--- src/rtl/gf_mult.sv ---
// Sequential GF(2^8) multiplier used by the AES MixColumns datapath.
// Shift-and-add over a fixed 8 iterations with a start/busy/done handshake.
module gf_mult #(
  parameter logic [7:0] POLY = 8'h1B
) (
  input  logic       clk,
  input  logic       rst_n,
  input  logic       start,
  input  logic [7:0] val_a,
  input  logic [7:0] val_b,
  output logic       busy,
  output logic       done,
  output logic [7:0] val_p
);

  logic [7:0] a_q, a_d;
  logic [7:0] b_q, b_d;
  logic [7:0] p_q, p_d;
  logic [3:0] count_q, count_d;
  logic       busy_q, busy_d;
  logic       done_q, done_d;
  logic [7:0] val_p_q, val_p_d;

  // A start is only looked at while idle, so requests during an operation are dropped.
  always_comb begin
    a_d     = a_q;
    b_d     = b_q;
    p_d     = p_q;
    count_d = count_q;
    busy_d  = busy_q;
    done_d  = 1'b0;
    val_p_d = val_p_q;
    if (!busy_q) begin
      if (start) begin
        a_d     = val_a;
        b_d     = val_b;
        p_d     = 8'h00;
        count_d = 4'd0;
        busy_d  = 1'b1;
      end
    end else begin
      p_d     = p_q ^ (b_q[0] ? a_q : 8'h00);
      a_d     = {a_q[6:0], 1'b0} ^ (a_q[7] ? POLY : 8'h00);
      b_d     = {1'b0, b_q[7:1]};
      count_d = count_q + 4'd1;
      // The eighth iteration publishes the accumulated product directly.
      if (count_q == 4'd7) begin
        busy_d  = 1'b0;
        done_d  = 1'b1;
        val_p_d = p_d;
      end
    end
  end

  always_ff @(posedge clk or negedge rst_n) begin
    if (!rst_n) begin
      a_q     <= 8'h00;
      b_q     <= 8'h00;
      p_q     <= 8'h00;
      count_q <= 4'd0;
      busy_q  <= 1'b0;
      done_q  <= 1'b0;
      val_p_q <= 8'h00;
    end else begin
      a_q     <= a_d;
      b_q     <= b_d;
      p_q     <= p_d;
      count_q <= count_d;
      busy_q  <= busy_d;
      done_q  <= done_d;
      val_p_q <= val_p_d;
    end
  end

  assign busy  = busy_q;
  assign done  = done_q;
  assign val_p = val_p_q;

endmodule

--- config.mk ---
export PLATFORM = sky130hd
export DESIGN_NAME = gf_mult
export DESIGN_NICKNAME = d
export VERILOG_FILES = /design/src/rtl/gf_mult.sv
export SDC_FILE = /design/constraint.sdc
export NUM_CORES = 1
export LEC_CHECK = 0
export ABC_AREA = 0
export CORE_MARGIN = 2
export CORE_UTILIZATION = 60
export CTS_CLUSTER_SIZE = 30
export DETAILED_ROUTE_END_ITERATION = 8
export DONT_BUFFER_PORTS = 1
export PLACE_DENSITY_LB_ADDON = 0.1
export SYNTH_ARGS = -nofsm -noshare
export SYNTH_HDL_FRONTEND = slang
export SYNTH_SLANG_ARGS = --single-unit
--- constraint.sdc ---
create_clock -name clk -period 1.55 [get_ports clk]
set_input_delay 0.155 -clock clk [delete_from_list [all_inputs] [get_ports clk]]
set_output_delay 0.155 -clock clk [all_outputs]
set_load 0.01 [all_outputs]
## Word-level counts from Yosys, hierarchy flattened

Cells that the tools add are included.

| word-level totals | value |
|---|---|
| output and inout bits | 10 |
| flip-flop bits (word level) | 38 |
| input bits | 19 |

| cells by class | value |
|---|---|
| equality and inequality tests | 1 |
| reduce and logical (&&, ||, !) cells | 2 |
| muxes and demuxes | 15 |
| add/subtract/negate cells | 1 |
| bitwise gates (word level) | 2 |

Operators with widths:

| operator | count |
|---|---|
| two-way mux 8 bit | 7 |
| two-way mux 4 bit | 2 |
| XOR 8 x 5 -> 8 bit | 1 |
| XOR 8 bit | 1 |
| two-way mux 1 bit | 5 |
| two-way mux 5 bit | 1 |
| adder 4 x 1 -> 4 bit, second input constant | 1 |
| equality test 4 x 3 -> 1 bit, second input constant | 1 |
| AND reduction 2 bit | 1 |
| nonzero test 2 bit | 1 |

## Depth between registers and ports, before layout

| depth | value |
|---|---|
| depth after elaboration | 3 |
| gate-level depth with buffers | 5 |

## Worst setup path after synthesis

No wires, ideal clock.

| path | value |
|---|---|
| path kind | register -> register |
| start point | reg count_q[0] |
| end point | reg val_p_q[7], in the netlist val_p[7] |
| library setup time | 125 ps |
| stages on the path, launching flop included | 5 |
| data arrival time | 1,100 ps |
| buffers on the path | 0 |
| slack | 325 ps |
| path through | dfrtp_1 > ha_1 > nand4b_4 > inv_2 > mux2_4 |

| on the way | value |
|---|---|
| longest elaborated chain between the ends | 2 |

RTL lines:

| what | line | source |
|---|---|---|
| from (decl) | 19 | `logic [3:0] count_q, count_d;` |
| from (signal assigned) | 68 | `count_q <= count_d;` |
| equality test 4 x 3 -> 1 bit | 47 | `if (count_q == 4'd7) begin` |
| AND reduction 2 bit (no line) | - |  |
| to (signal assigned) | 71 | `val_p_q <= val_p_d;` |
| to (decl) | 22 | `logic [7:0] val_p_q, val_p_d;` |

No other way between the ends.
A chain may end at the register's enable or synchronous reset.

## Final worst setup path

Same ends and word-level chain as after synthesis.

==> results.toml <==
[outcome]
outcome = "complete, no violations"

[grt]
grt_use_total_pct = 21.0
grt_start_max_net_pins = 39
grt_pass1_vias = 1164
grt-ovfl-total = 0
antenna_found_initial = 0
grt_pass1_wl_mm = 5.28

[layout]
layout-drive-gt1-share_pct = 10.3
nets = 185
layout_common_cells = "dfrtp_1, nand2_1, mux2i_1"
area_growth_pct = 5.25
layout_commonest_cell = "dfrtp_1"
fillers = 232
final_cell_count_no_fill = 196
insertedDiodeCount = 0

[sta]
fin_skew_ns = 0.0114
hold_viol = 0
fin_hold_ws_ns = 0.0160
worst_slack_ns = 0.283
fmax_ghz = 0.789
finalCriticalPeriod_ns = 1.27
setup-tns-final_ns = 0
drv_slew = 0
finalCritPeriodShare_pct = 81.8
rsz0062_at_grt = "false"
slew_headroom_pct = 70.2
setup_viol = 0
worst_slew_pin_slew_ns = 0.446

[power]
power_switching_mw = 1.41
combPwrFrac_pct = 35.4
power_density_nw_per_um2 = 1940
p_sw_share_pct = 38.5
vdd_drop_max_mv = 1.66
pwr-share-clk_pct = 12.9
seq_power_share_pct = 51.6
internal_power_mw = 2.24
power.total_mw = 3.65
leakagePower_nw = 0.926

[placed_design]
post-place-ws_ns = 0.288
port_buffers = 0
place_congestion = 0.708
dp_hpwl_mm = 1.90
dp_cells = 183

[clock_tree]
cts_root_buf = "clkbuf_4"
clk_pin_slew_ns = 0.11
post_cts_buffers = 0
cts.sinks = 38
clock_path_buffers = 2
post_cts_resize_count = 0
h-tree-depth = 2
cts_buffers = 5
tritoncts = "yes"
insertion_delay_ns = 0.34
cts_hold_buffers = 6

[critical_path]
reg2regPathDepth = 4
cp_slowest_cell = "dfrtp_1"
critPathMaxFanout = 4
slowest_delay_ns = 0.41
start_kind = "flop"
r2r-end = "val_p[7]$_DFFE_PN0P_"
required_ns = 1.78
critPathKind = "flop to flop"
r2r_start = "count_q[0]$_DFFE_PN0P_"
endpoint = "val_p[7]$_DFFE_PN0P_"
crit_arrival_ns = 1.50
crit_start = "count_q[0]$_DFFE_PN0P_"
cp-end-kind = "flop"
r2r_slack_ns = 0.28
crit_chain = "ha_1, nand4b_4, inv_2, mux2_4"

[drt]
post_drt_wl_per_cell_microns = 14.6
wl_mm = 2.87
drtAntennaViolNets = 0
vias = 1074
remaining_drc_errors = 0
viasPerCell = 5.48
drt-pass1-iter-count = 4
initialDrtViolationCount = 20

[floorplan]
coreArea_sq_um = 2780
die_height_microns = 58.6
initial_core_util_pct = 64.2
io_pins = 29
rows = 19
die_w_microns = 58.6
dieArea_sq_um = 3430

[run]
drv_cap = 0

[synthesis]
synthCells = 160
avgSynthCellArea_sq_um = 11.2
yosysSeqAreaShare_pct = 53.2
ys_ff_latch = 38
synth_top_area_share_pct = 53.2
synth.area.top_cells = "dfrtp_1, mux2i_1, nand2_1, xor2_1, o21ai_0"
postSynthNetCount = 180
syn_area_sq_um = 1790
post-synth-top-area-cell = "dfrtp_1"
yosysWarnings = 0
synth_cell_types = 20

[min_path]
hold_path_class = "input port to flop"
-- state kept, by name (all words and copies together) (netlist names) --
| register | cells |
|---|---|
| a_q | 8 |
| done | 1 |
| p_q | 8 |
| val_p | 8 |
| count_q | 4 |
| busy | 1 |
| b_q | 8 |
-- stage by stage --
step                area, sq um  utilization [%]
detailed placement         1760             63.4
global route               1880             67.6
floorplan                  1790                -
finish                     1880             67.6
CTS                        1880             67.6
global placement           1760             63.4
-- power groups by stage --
stage	registers, mW	logic, mW	clock network [mW]
3_5_place_dp	1.92	1.27	0
4_1_cts	1.89	1.32	0.494
5_1_grt	1.95	1.53	0.536
2_1_floorplan	1.77	1.21	0
3_3_place_gp	1.89	1.22	0
6_report	1.89	1.29	0.473
-- critical path, delay by kind of cell, from the launching register on --
kind	cells	cell delay [ns]
AND/OR/NAND/NOR	1	0.13
flip-flops	1	0.41
adder cells (fa/ha/maj)	1	0.25
buffers and inverters	1	0.09
multiplexers	1	0.29
-- kinds of logic (layout without fill, tap and decap cells) --
logic type / Yosys count / after routing / share of synthesized area (%)
flip-flops: 38 / 38 / 53.2
XOR/XNOR: 13 / 13 / 6.37
AO/OA/AOI/OAI: 26 / 26 / 8.54
AND/OR/NAND/NOR: 45 / 45 / 11.9
adder cells (fa/ha/maj): 1 / 1 / 0.700
multiplexers: 25 / 25 / 14.3
buffers and inverters: 12 / 17 / 4.97
-- area by class of cell --
cell class | count | area (sq um) | area share [%]
multi-input cells | 110 | 747 | 39.7
well taps | 31 | 38.8 | 2.06
clock buffers | 5 | 37.5 | 2.00
clock inverters | 2 | 10.0 | 0.532
repair buffers | 9 | 92.6 | 4.92
flip-flops and latches | 38 | 951 | 50.6
inverters | 1 | 3.75 | 0.200
-- Yosys cell counts --
| master | instances |
|---|---|
| buf_2 | 2 |
| mux2i_1 | 24 |
| buf_6 | 4 |
| nand3_1 | 1 |
| o21ai_1 | 1 |
| mux2_4 | 1 |
| clkbuf_1 | 2 |
| o21ai_0 | 19 |
| nand2_1 | 31 |
| xnor2_1 | 2 |
| o21ai_2 | 3 |
| xor2_1 | 11 |
| dfrtp_1 | 38 |
| nand2b_1 | 9 |
| inv_2 | 1 |
| a22o_1 | 3 |
| nor2_1 | 3 |
| ha_1 | 1 |
| nand4b_4 | 1 |
| buf_4 | 3 |
-- per-layer routing --
layer	up-vias	routed length, microns	track usage (%)	share of wire, %
li1	543	-	-	-
met1	505	1280	26.9	45
met2	22	1390	32.9	48
met3	4	139	7.03	4.8
met4	0	60	8.77	2.1
met5	-	0	0	0
-- worst min-delay path by stage --
stage | from | endpoint | slack [ns] | depth (start not counted)
2_1_floorplan | rst_n | a_q[0]$_DFFE_PN0P_ | -0.14 | 0
3_5_place_dp | rst_n | val_p[5]$_DFFE_PN0P_ | -0.14 | 0
5_1_grt | start | a_q[5]$_DFFE_PN0P_ | 0.01 | 2
4_1_cts | val_b[6] | b_q[6]$_DFFE_PN0P_ | 0.0009 | 2
6_report | start | a_q[1]$_DFFE_PN0P_ | 0.02 | 2
3_3_place_gp | rst_n | val_p[5]$_DFFE_PN0P_ | -0.14 | 0
Power figures use the tool's default switching activity.
